--- src/rtl/sdcard_crc_monitor.sv ---
// sdcard_crc_monitor: snoops the SD-card DMA byte stream and computes the SD data-block
// CRC16 (poly 0x1021, init 0, MSB first) over each BLOCK_LEN-byte block. It exposes the
// CRC, byte count, block count and status through an 8-register window on the AVR SRAM bus.
// Latency: one strobe updates the CRC, count and state on its sampling edge, and a read
// sees the change on the next cycle. Reads stall for one wait cycle; writes never stall.
// Backpressure: none on the DMA side (back-to-back strobes are absorbed); sram_wait=1 only
// during the first cycle of each read access.
//
// Ports:
//   clk, rst                       clkout-domain clock, synchronous active-high reset
//   dma_data, dma_addr, dma_strobe snooped DMA byte, its block offset, one-cycle valid pulse
//   sram_a[2:0]                    register select (upper bits not decoded)
//   sram_d_in, sram_d_out          AVR write / read data
//   sram_cs, sram_oe, sram_we      window select, read enable, write enable
//   sram_wait                      read stall, high for the first cycle of a read
module sdcard_crc_monitor #(
  parameter int BLOCK_LEN = 512
) (
  input  logic        clk,
  input  logic        rst,
  input  logic [7:0]  dma_data,
  input  logic [8:0]  dma_addr,
  input  logic        dma_strobe,
  input  logic [15:0] sram_a,
  input  logic [7:0]  sram_d_in,
  output logic [7:0]  sram_d_out,
  input  logic        sram_cs,
  input  logic        sram_oe,
  input  logic        sram_we,
  output logic        sram_wait
);

  localparam logic [8:0] LAST_ADDR = 9'(BLOCK_LEN - 1);

  typedef enum logic {
    IDLE   = 1'b0,
    ACTIVE = 1'b1
  } state_t;

  state_t      state_q, state_d;
  logic        en_q, en_d;
  logic        done_q, done_d;
  logic        addr_err_q, addr_err_d;
  logic [15:0] crc_q, crc_d;
  logic [15:0] crc_latch_q, crc_latch_d;
  logic [9:0]  cnt_q, cnt_d;
  logic [7:0]  blocks_q, blocks_d;

  logic        ctrl_wr;
  logic        clear;
  logic        start;
  logic        in_seq;
  logic [15:0] crc_upd;

  logic        rd_ready_q;
  logic        rd_req;
  logic [7:0]  rd_data;

  // Only the low three address bits select a register.
  logic        unused_addr_bits;
  assign unused_addr_bits = ^sram_a[15:3];

  // One byte through the CRC16 shift register, MSB first, in a single cycle.
  function automatic logic [15:0] crc16_byte(input logic [15:0] crc_in,
                                             input logic [7:0]  data);
    logic [15:0] c;
    logic        fb;
    c = crc_in;
    for (int i = 7; i >= 0; i--) begin
      fb = c[15] ^ data[i];
      c  = {c[14:0], 1'b0} ^ (fb ? 16'h1021 : 16'h0000);
    end
    return c;
  endfunction

  assign ctrl_wr = sram_cs & sram_we & (sram_a[2:0] == 3'd0);
  assign clear   = ctrl_wr & sram_d_in[0];

  // Next-state and datapath. A CLEAR in the same cycle as a strobe takes
  // priority, so that byte is dropped.
  always_comb begin
    state_d     = state_q;
    en_d        = en_q;
    done_d      = done_q;
    addr_err_d  = addr_err_q;
    crc_d       = crc_q;
    crc_latch_d = crc_latch_q;
    cnt_d       = cnt_q;
    blocks_d    = blocks_q;
    start       = (dma_addr == 9'd0);
    in_seq      = (state_q == ACTIVE) && ({1'b0, dma_addr} == cnt_q);
    crc_upd     = crc16_byte(start ? 16'h0000 : crc_q, dma_data);

    if (ctrl_wr) begin
      en_d = sram_d_in[1];
    end

    if (clear) begin
      state_d     = IDLE;
      done_d      = 1'b0;
      addr_err_d  = 1'b0;
      crc_d       = 16'h0000;
      crc_latch_d = 16'h0000;
      cnt_d       = 10'd0;
      blocks_d    = 8'd0;
    end else if (dma_strobe && en_q) begin
      if (start || in_seq) begin
        crc_d = crc_upd;
        cnt_d = start ? 10'd1 : cnt_q + 10'd1;
        // Offset 0 while a block is open aborts it; the new block still starts.
        if (start && (state_q == ACTIVE)) begin
          addr_err_d = 1'b1;
        end
        if (dma_addr == LAST_ADDR) begin
          crc_latch_d = crc_upd;
          done_d      = 1'b1;
          blocks_d    = blocks_q + 8'd1;
          state_d     = IDLE;
        end else begin
          state_d = ACTIVE;
        end
      end else begin
        // Out-of-sequence byte: discarded, count held for firmware inspection.
        addr_err_d = 1'b1;
        state_d    = IDLE;
      end
    end
  end

  always_ff @(posedge clk) begin
    if (rst) begin
      state_q     <= IDLE;
      en_q        <= 1'b0;
      done_q      <= 1'b0;
      addr_err_q  <= 1'b0;
      crc_q       <= 16'h0000;
      crc_latch_q <= 16'h0000;
      cnt_q       <= 10'd0;
      blocks_q    <= 8'd0;
    end else begin
      state_q     <= state_d;
      en_q        <= en_d;
      done_q      <= done_d;
      addr_err_q  <= addr_err_d;
      crc_q       <= crc_d;
      crc_latch_q <= crc_latch_d;
      cnt_q       <= cnt_d;
      blocks_q    <= blocks_d;
    end
  end

  // Register read mux.
  always_comb begin
    rd_data = 8'h00;
    case (sram_a[2:0])
      3'd0:    rd_data = {4'b0000, en_q, addr_err_q, done_q, state_q == ACTIVE};
      3'd1:    rd_data = crc_latch_q[7:0];
      3'd2:    rd_data = crc_latch_q[15:8];
      3'd3:    rd_data = cnt_q[7:0];
      3'd4:    rd_data = {6'b000000, cnt_q[9:8]};
      3'd5:    rd_data = blocks_q;
      default: rd_data = 8'h00;
    endcase
  end

  // Read handshake: stall the first cycle, register the data on that edge,
  // then hold the ready flag until the window is deselected.
  assign rd_req    = sram_cs & sram_oe;
  assign sram_wait = rd_req & ~rd_ready_q;

  always_ff @(posedge clk) begin
    if (rst) begin
      rd_ready_q <= 1'b0;
      sram_d_out <= 8'h00;
    end else if (!sram_cs) begin
      rd_ready_q <= 1'b0;
    end else if (sram_wait) begin
      rd_ready_q <= 1'b1;
      sram_d_out <= rd_data;
    end
  end

endmodule

--- config.mk ---
export PLATFORM = sky130hd
export DESIGN_NAME = sdcard_crc_monitor
export DESIGN_NICKNAME = d
export VERILOG_FILES = /design/src/rtl/sdcard_crc_monitor.sv
export SDC_FILE = /design/constraint.sdc
export NUM_CORES = 1
export LEC_CHECK = 0
export ABC_AREA = 1
export BUFFER_PORTS_ARGS = -buffer_cell sky130_fd_sc_hd__buf_4
export CELL_PAD_IN_SITES_DETAIL_PLACEMENT = 1
export CELL_PAD_IN_SITES_GLOBAL_PLACEMENT = 1
export CORE_ASPECT_RATIO = 1.75
export CORE_MARGIN = 4
export CORE_UTILIZATION = 34
export DETAILED_ROUTE_END_ITERATION = 7
export HOLD_SLACK_MARGIN = 0.06
export PLACE_DENSITY = 0.76
export SLEW_MARGIN = 10
export SYNTH_ARGS = -nofsm -noshare
export SYNTH_HDL_FRONTEND = slang
export SYNTH_SLANG_ARGS = --single-unit
--- constraint.sdc ---
create_clock -name clk -period 2.5 [get_ports clk]
set_input_delay 0.5 -clock clk [delete_from_list [all_inputs] [get_ports clk]]
set_output_delay 0.5 -clock clk [all_outputs]
set_load 0.02 [all_outputs]
==> results.md, run 1 <==
- Yosys top cell by area: dfxtp_1
- Post-synthesis simple-gate area fraction: 0.346
- Total nets after synthesis: around 640
- Synth top area cells: dfxtp_1, nand2_1, inv_1
- GPL Wtd Cong: 0.871
- Clk sinks: 63
- Die ar.: 13,000 um^2
- Core ar.: 10,800 um^2
- Max cap viols: 0
- N_diodes: 0
- Top cell family by delay on the critical path: simple AND/OR/NAND/NOR gates
- CP Class: in2reg
- Yosys reg bits: 63
- DR vias: 3,945
- Worst min-delay path endpoint: sram_d_out[7]
- Setup TNS: 0 ps
- Cells after Synth: between 500 and 600
- H-Tree Depth: 3
- Hold Path Cell Cnt: 2
- Slowest cell delay on critical path: 420 ps
- Critical Path AT: about 2400 ps
- DP Worst Slack: 48.9 ps
- Post-Syn Area: 3800 um^2
- Chip height: between 100 and 150 um
- 1st-pass router iterations: 4
- Largest family of logic cells by synthesized area: simple AND/OR/NAND/NOR gates
- Largest net degree at the start of global routing: 36
- First-pass GRT wire length: 20,000 um
- Syn Area/Cell: 6.45 um^2
- Clock buffer depth: 2
- Top fanout value on the critical path: 16
- Worst hold path class: in2reg
- Post-CTS Setup Bufs: 0
- Synth top cells by count: nand2_1, inv_1, dfxtp_1
- Mux cell area share after synthesis: 0
- WP data required: 2760 ps
- Root Driver: clkbuf_16
- Finish-stage setup viols: 0
- Fill count: approximately 1,400
- R2R Path Start: cnt_q[0]
- Count leader, synth: nand2_1
- Final Skew: 4.19 ps
- Initial antenna violation count: 0
- Layout cells sized above 1: 0.145
- Clk pin slew, worst setup/hold paths: roughly 60 ps
- Ports: 56
- Period minus WS final: around 2100 ps
- Relative slew slack: 0.659
- Chip Width: 87.9 um
- Pleak: 2.05 nW
- CTS buffer count: 9
- R2R Setup Slk: 430 ps
- DRT iter0 DRCs: 120
- Max VDD drop: 0.376 mV
- CTS Hold Buffers Added: 0
- TritonCTS clock tree: built
- Tcrit/Tclk final: 0.841
- Routed vias/inst: just over 5
- Max frequency: 476 MHz
- Final Max Tran Viols: 0
- I/O Buffers: 36
- ANT nets after route: 0
- Final Hold Vio Count: 0
- Detail Placement HPWL: approximately 9700 um
- XOR/XNOR share of the synthesized area: 0.0346
- Total Wirelength: around 12,000 um
- Post-synth ARST share: 0
- Vias in the first global route: 4,160
- Nets@finish: slightly below 700
- Unique masters post-synth: 42
- Worst Setup End Kind: register
- Cell Rows: 50
- Register area share after synthesis: 0.332
- Worst path bufs/invs: 2
- PD cells: 550 nW/um^2
- Number of flops mapped to enable cells by yosys: 0
- CP max stage cell: nor2_2
- Worst-path cell chain: buf_4, nor2_1, nand3_1, nor2_2, nor2_2, nor2_8, buf_4, nand3_1, a21oi_1
- Post-cts sizing count: 0
- Adder-cell area share of the yosys netlist: 0.00659
- Cells on worst reg2reg path: 11
- Min-delay src: rst
- Crit path launch type: input port
- All-Layer GR Usage: 0.198
- Reg2reg end: cnt_q[2]
- # DRC: 0
- Worst Slack Setup Final: 398 ps
- Worst Max-Slew Pin Slew: 511 ps
- GR Overflow Total: 0
- RSZ-0062 raised after global routing: no
- Status: complete, no violations
- Most common flop cell mapped by yosys: dfxtp_1
- Syn-to-layout area delta: 19.3%
- Routed WL per cell: 16.2 um
- Clk_lat worst skew: 340 ps
- Initial Util: 0.351
- Syn. warnings: 0
- Top-area cell type share of the netlist area: 0.332
- Compound-Gate Fraction of Synth Area: 0.148
## flip-flops by register name, summed over array words and instances (netlist names)
signal       count
state_q          1
sram_d_out       8
crc_q           16
rd_ready_q       1
blocks_q         8
cnt_q           10
crc_latch_q     16
en_q             1
done_q           1
addr_err_q       1
## logic make-up after synthesis
| logic type | Yosys count |
|---|---|
| DFF | 63 |
| AOI/OAI and AO/OA | 97 |
| adders and majority gates | 2 |
| and+or+nand+nor | 296 |
| buffers and inverters | 116 |
| xor gates and xnor gates | 15 |
## report_power, final
group          total [mW]  internal [mW]  switching [mW]
sequential           1.01           1.01         0.00172
clock                1.30          0.802           0.496
combinational       0.184         0.0652           0.119
total                2.49           1.87           0.616
## metal layers
metal / vias up / part of all wire / global-route usage
li1: 1955 / - / -
met1: 1847 / 0.38 / 0.196
met2: 103 / 0.53 / 0.373
met3: 40 / 0.032 / 0.0273
met4: 0 / 0.056 / 0.121
met5: - / 0 / 0
## cell type report
type                            count  area (um^2)  share of cell area
Clock buffer                       10          239              0.0527
Clock inverter                      6         70.1              0.0155
Inverter                           97          369              0.0815
Multi-Input combinational cell    410         2030               0.448
Sequential cell                    63         1260               0.278
Tap cell                          130          163              0.0359
Timing Repair Buffer               48          398              0.0878
## worst register-to-register path: stages, from the launching register on
cell and delay (ps):
dfxtp_1 450, inv_2 120, nand2_1 70, nand2_1 50, nor2_1 130, nand3_2 140, nor2_2 130, nor2_2 80
nor2_8 290, buf_4 290, nand3_1 100, a21oi_1 150
## stage by stage
| stage | power [mW] | instances | hold slack, ps | utilization | cell area (um^2) |
|---|---|---|---|---|---|
| final | 2.49 | 764 | 410 | 0.419 | 4530 |
| after global routing | 2.57 | 764 | 427 | 0.419 | 4530 |
| after CTS | 2.51 | 764 | 411 | 0.419 | 4530 |
| after detailed placement | 1.22 | 748 | 455 | 0.390 | 4220 |
| after global placement | 1.21 | 748 | 447 | 0.390 | 4220 |
| after floorplan | 1.13 | 589 | 441 | - | 3800 |
## cell usage in the layout (no fill, tap or decap), types with 9 or more instances in the layout
cell	n
nand2_1	163
inv_1	92
dfxtp_1	63
nand3_1	54
nor2_1	46
a21oi_1	46
buf_4	45
o21ai_0	16
xor2_1	13
o21ai_1	10
o22ai_1	10
clkbuf_16	9
## worst max-delay path by stage
stage / start / to / slack, ps / cells after the start
2_1_floorplan: sram_cs / sram_d_out[1] / 750 / 5
3_3_place_gp: dma_addr[4] / crc_q[5] / 100 / 10
3_5_place_dp: dma_addr[4] / cnt_q[2] / 50 / 9
4_1_cts: dma_addr[4] / cnt_q[2] / 390 / 9
5_1_grt: cnt_q[0] / crc_q[9] / 200 / 11
6_report: dma_addr[4] / cnt_q[2] / 400 / 9
No activity file was read; power rests on OpenSTA's default activity.
==> run 2: changes to the inputs <==
ABC_AREA = 0   (was 1)
PLACE_DENSITY = 0.73   (was 0.76)
clock period = 2.1 ns   (was 2.5 ns; I/O delays follow)
==> run 2 against run 1 <==
- count of clock-buffer cells in the layout increased by 1
- hold slack got worse by 88 ps
- global-route usage decreased by 0.15 points
- first-iteration DRC count increased by 12%
- setup slack got worse by 220 ps
- sequential share of layout area decreased by 0.10 points
- core utilization increased by 2.0 points
- register-to-register slack got worse by 250 ps
- clock skew increased by 2.5 ps
- critical path type is now reg2reg
==> results.md, run 2 <==
- Total nets after synthesis: around 480
- DP Cell Count: 586
- Critical Path AT: between 2000 and 2500 ps
- PD cells: roughly 700 nW/um^2
- Initial Util: 0.349
- Switching pwr: 0.734 mW
- Comb pwr share: 0.090
- Total Wirelength: approximately 12,000 um
- DRT iter0 DRCs: 134
- Seq. cell area: roughly 1300 um^2
- Ports: 56
- Vias in the first global route: 3,752
- Period minus WS final: 1920 ps
- Design Power: between 3 and 4 mW
- Chip Width: about 86 um
- Setup TNS: 0 ps
- Relative slew slack: 0.676
- Regs by FF count: crc_latch_q (16), crc_q (16), cnt_q (10)
- Final Hold Vio Count: 0
- Max frequency: 520 MHz
- Crit path launch type: register
- DR vias: ~3,500
- Pleak: about 1.6 nW
- Worst Setup SP: cnt_q[8]
- CTS Hold Buffers Added: 0
- Worst Max-Slew Pin Slew: roughly 480 ps
- Routed WL per cell: 19.5 um
- H-Tree Depth: 3
- Synth top area cells: dfxtp_1, a21oi_1, xnor2_1
- Fill count: roughly 1,200
- Seq pwr share: 0.383
- Die ar.: around 12,000 um^2
- 1st-pass router iterations: 4
- Synth top cells by count: dfxtp_1, a21oi_1, nand3_1
- Count leader, synth: dfxtp_1
- Hold Path Cell Cnt: 3
- Cell Rows: 49
- # DRC: 0
- Layout cells sized above 1: 0.206
- All-Layer GR Usage: 0.197
- Initial antenna violation count: 0
- Clk_lat worst skew: 340 ps
- CP Class: reg2reg
- First-pass GRT wire length: 19,000 um
- WP data required: 2360 ps
- Switching Share: 0.232
- Yosys top cell by area: dfxtp_1
- Tcrit/Tclk final: 0.916
- Cells on worst reg2reg path: 7
- Root Driver: clkbuf_16
- ANT nets after route: 0
- Reg2reg end: crc_latch_q[3]
- P_int: 2.43 mW
- DP Worst Slack: -5.52 ps
- Core ar.: 10,400 um^2
- I/O Buffers: 36
- Most frequent cells in the layout: dfxtp_1, buf_4, a21oi_1
- Max VDD drop: 0.507 mV
- Final Util: 0.439
- Status: complete, no violations
- Final Max Tran Viols: 0
- Number of flops mapped to enable cells by yosys: 0
- Worst min-delay path endpoint: en_q
- Area of the multi-input gates: 2190 um^2
- Unique masters post-synth: 45
- Worst Setup End Kind: register
- Clk pin slew, worst setup/hold paths: around 60 ps
- N_diodes: 0
- Cells after Synth: 429
- Post-CTS Setup Bufs: 0
- R2R Setup Slk: 180 ps
- Syn. warnings: 0
- Post-Syn Area: 3610 um^2
- GR Overflow Total: 0
- CTS buffer count: 9
- Worst Slack Setup Final: around 180 ps
- Power share of the clock group: 0.527
- Post-synth ARST share: 0
- Detail Placement HPWL: 8570 um
- GPL Wtd Cong: just over 0.8
- Syn-to-layout area delta: 25.8%
- Post-cts sizing count: 0
- Finish-stage setup viols: 0
- Largest net degree at the start of global routing: 38
- Worst hold path class: in2reg
- Routed vias/inst: 5.84
- Clk sinks: between 60 and 70
- Yosys reg bits: 63
- Chip height: approximately 140 um
- Non-Filler Instances: 602
- Register area share after synthesis: 0.349
- Top fanout value on the critical path: 37
- Final Skew: 6.69 ps
- R2R Path Start: cnt_q[8]
- RSZ-0062 raised after global routing: no
- Max cap viols: 0
- Nets@finish: slightly above 500
- Clock buffer depth: 2
- TritonCTS clock tree: built
- Most common cell after layout, fill and taps aside: dfxtp_1
- Syn Area/Cell: 8.42 um^2
- Min-delay src: sram_d_in[1]
- Top-area cell type share of the netlist area: 0.349
- Most common flop cell mapped by yosys: dfxtp_1
run 2: changes by cell type in the layout (fill, tap and decap cells not counted), sizes merged, moves of 10 or more:
cell and delta:
nor2 -28, o31ai +11, a31oi +15, buf +18, xnor2 +21, nand3 -20
o22ai -10, inv -90, or4 +12, nand2 -158
run 2: cells by family after synthesis:
logic type / count (synthesis) / share of synthesized area
compound gates: 133 / 0.213
xor+xnor: 48 / 0.143
mux: 13 / 0.0454
flops: 63 / 0.349
buf+inv: 42 / 0.0471
simple gates: 128 / 0.195
fa+ha+maj: 2 / 0.00692
run 2: area by class of cell:
cell class	instances	area share
multi-input combinational	324	0.481
sequential	63	0.277
timing repair buffer	66	0.128
clock buffer	11	0.0556
tap	127	0.0349
clock inverter	5	0.0176
inverter	6	0.00495
run 2: how the worst max path moves through the flow:
stage,endpoint,slack (ps),cells after the start
2_1_floorplan,cnt_q[0],150,6
5_1_grt,blocks_q[4],40,7
3_5_place_dp,crc_q[2],-6,8
6_report,crc_latch_q[3],180,7
3_3_place_gp,cnt_q[3],3,7
4_1_cts,crc_latch_q[3],100,7
run 2: power groups by stage:
stage          Sequential (mW)  Clock (mW)  Combinational [mW]
2_1_floorplan             1.25           0               0.133
3_3_place_gp              1.24           0               0.278
3_5_place_dp              1.24           0               0.284
4_1_cts                   1.21        1.69               0.286
5_1_grt                   1.21        1.75               0.307
6_report                  1.21        1.67               0.285
run 2: worst max-delay path, cell delays in order (launching register included):
cell and delay [ps]:
dfxtp_1 360, xor2_1 200, nor4_2 310, buf_4 170, and4_1 270, buf_12 220, nand3_1 130, a21oi_1 180
run 2: through the flow:
| stage | area, um^2 | hold WS [ps] |
|---|---|---|
| finish | 4550 | 323 |
| global route | 4550 | 348 |
| CTS | 4540 | 317 |
| detailed placement | 4210 | 459 |
| global placement | 4210 | 445 |
| floorplan | 3610 | 432 |
run 2: routing by layer:
| layer | global-route usage | vias up | wire length [um] |
|---|---|---|---|
| li1 | - | 1677 | - |
| met1 | 0.191 | 1758 | 4300 |
| met2 | 0.386 | 52 | 6820 |
| met3 | 0.0428 | 27 | 259 |
| met4 | 0.0876 | 0 | 354 |
| met5 | 0 | - | 0 |
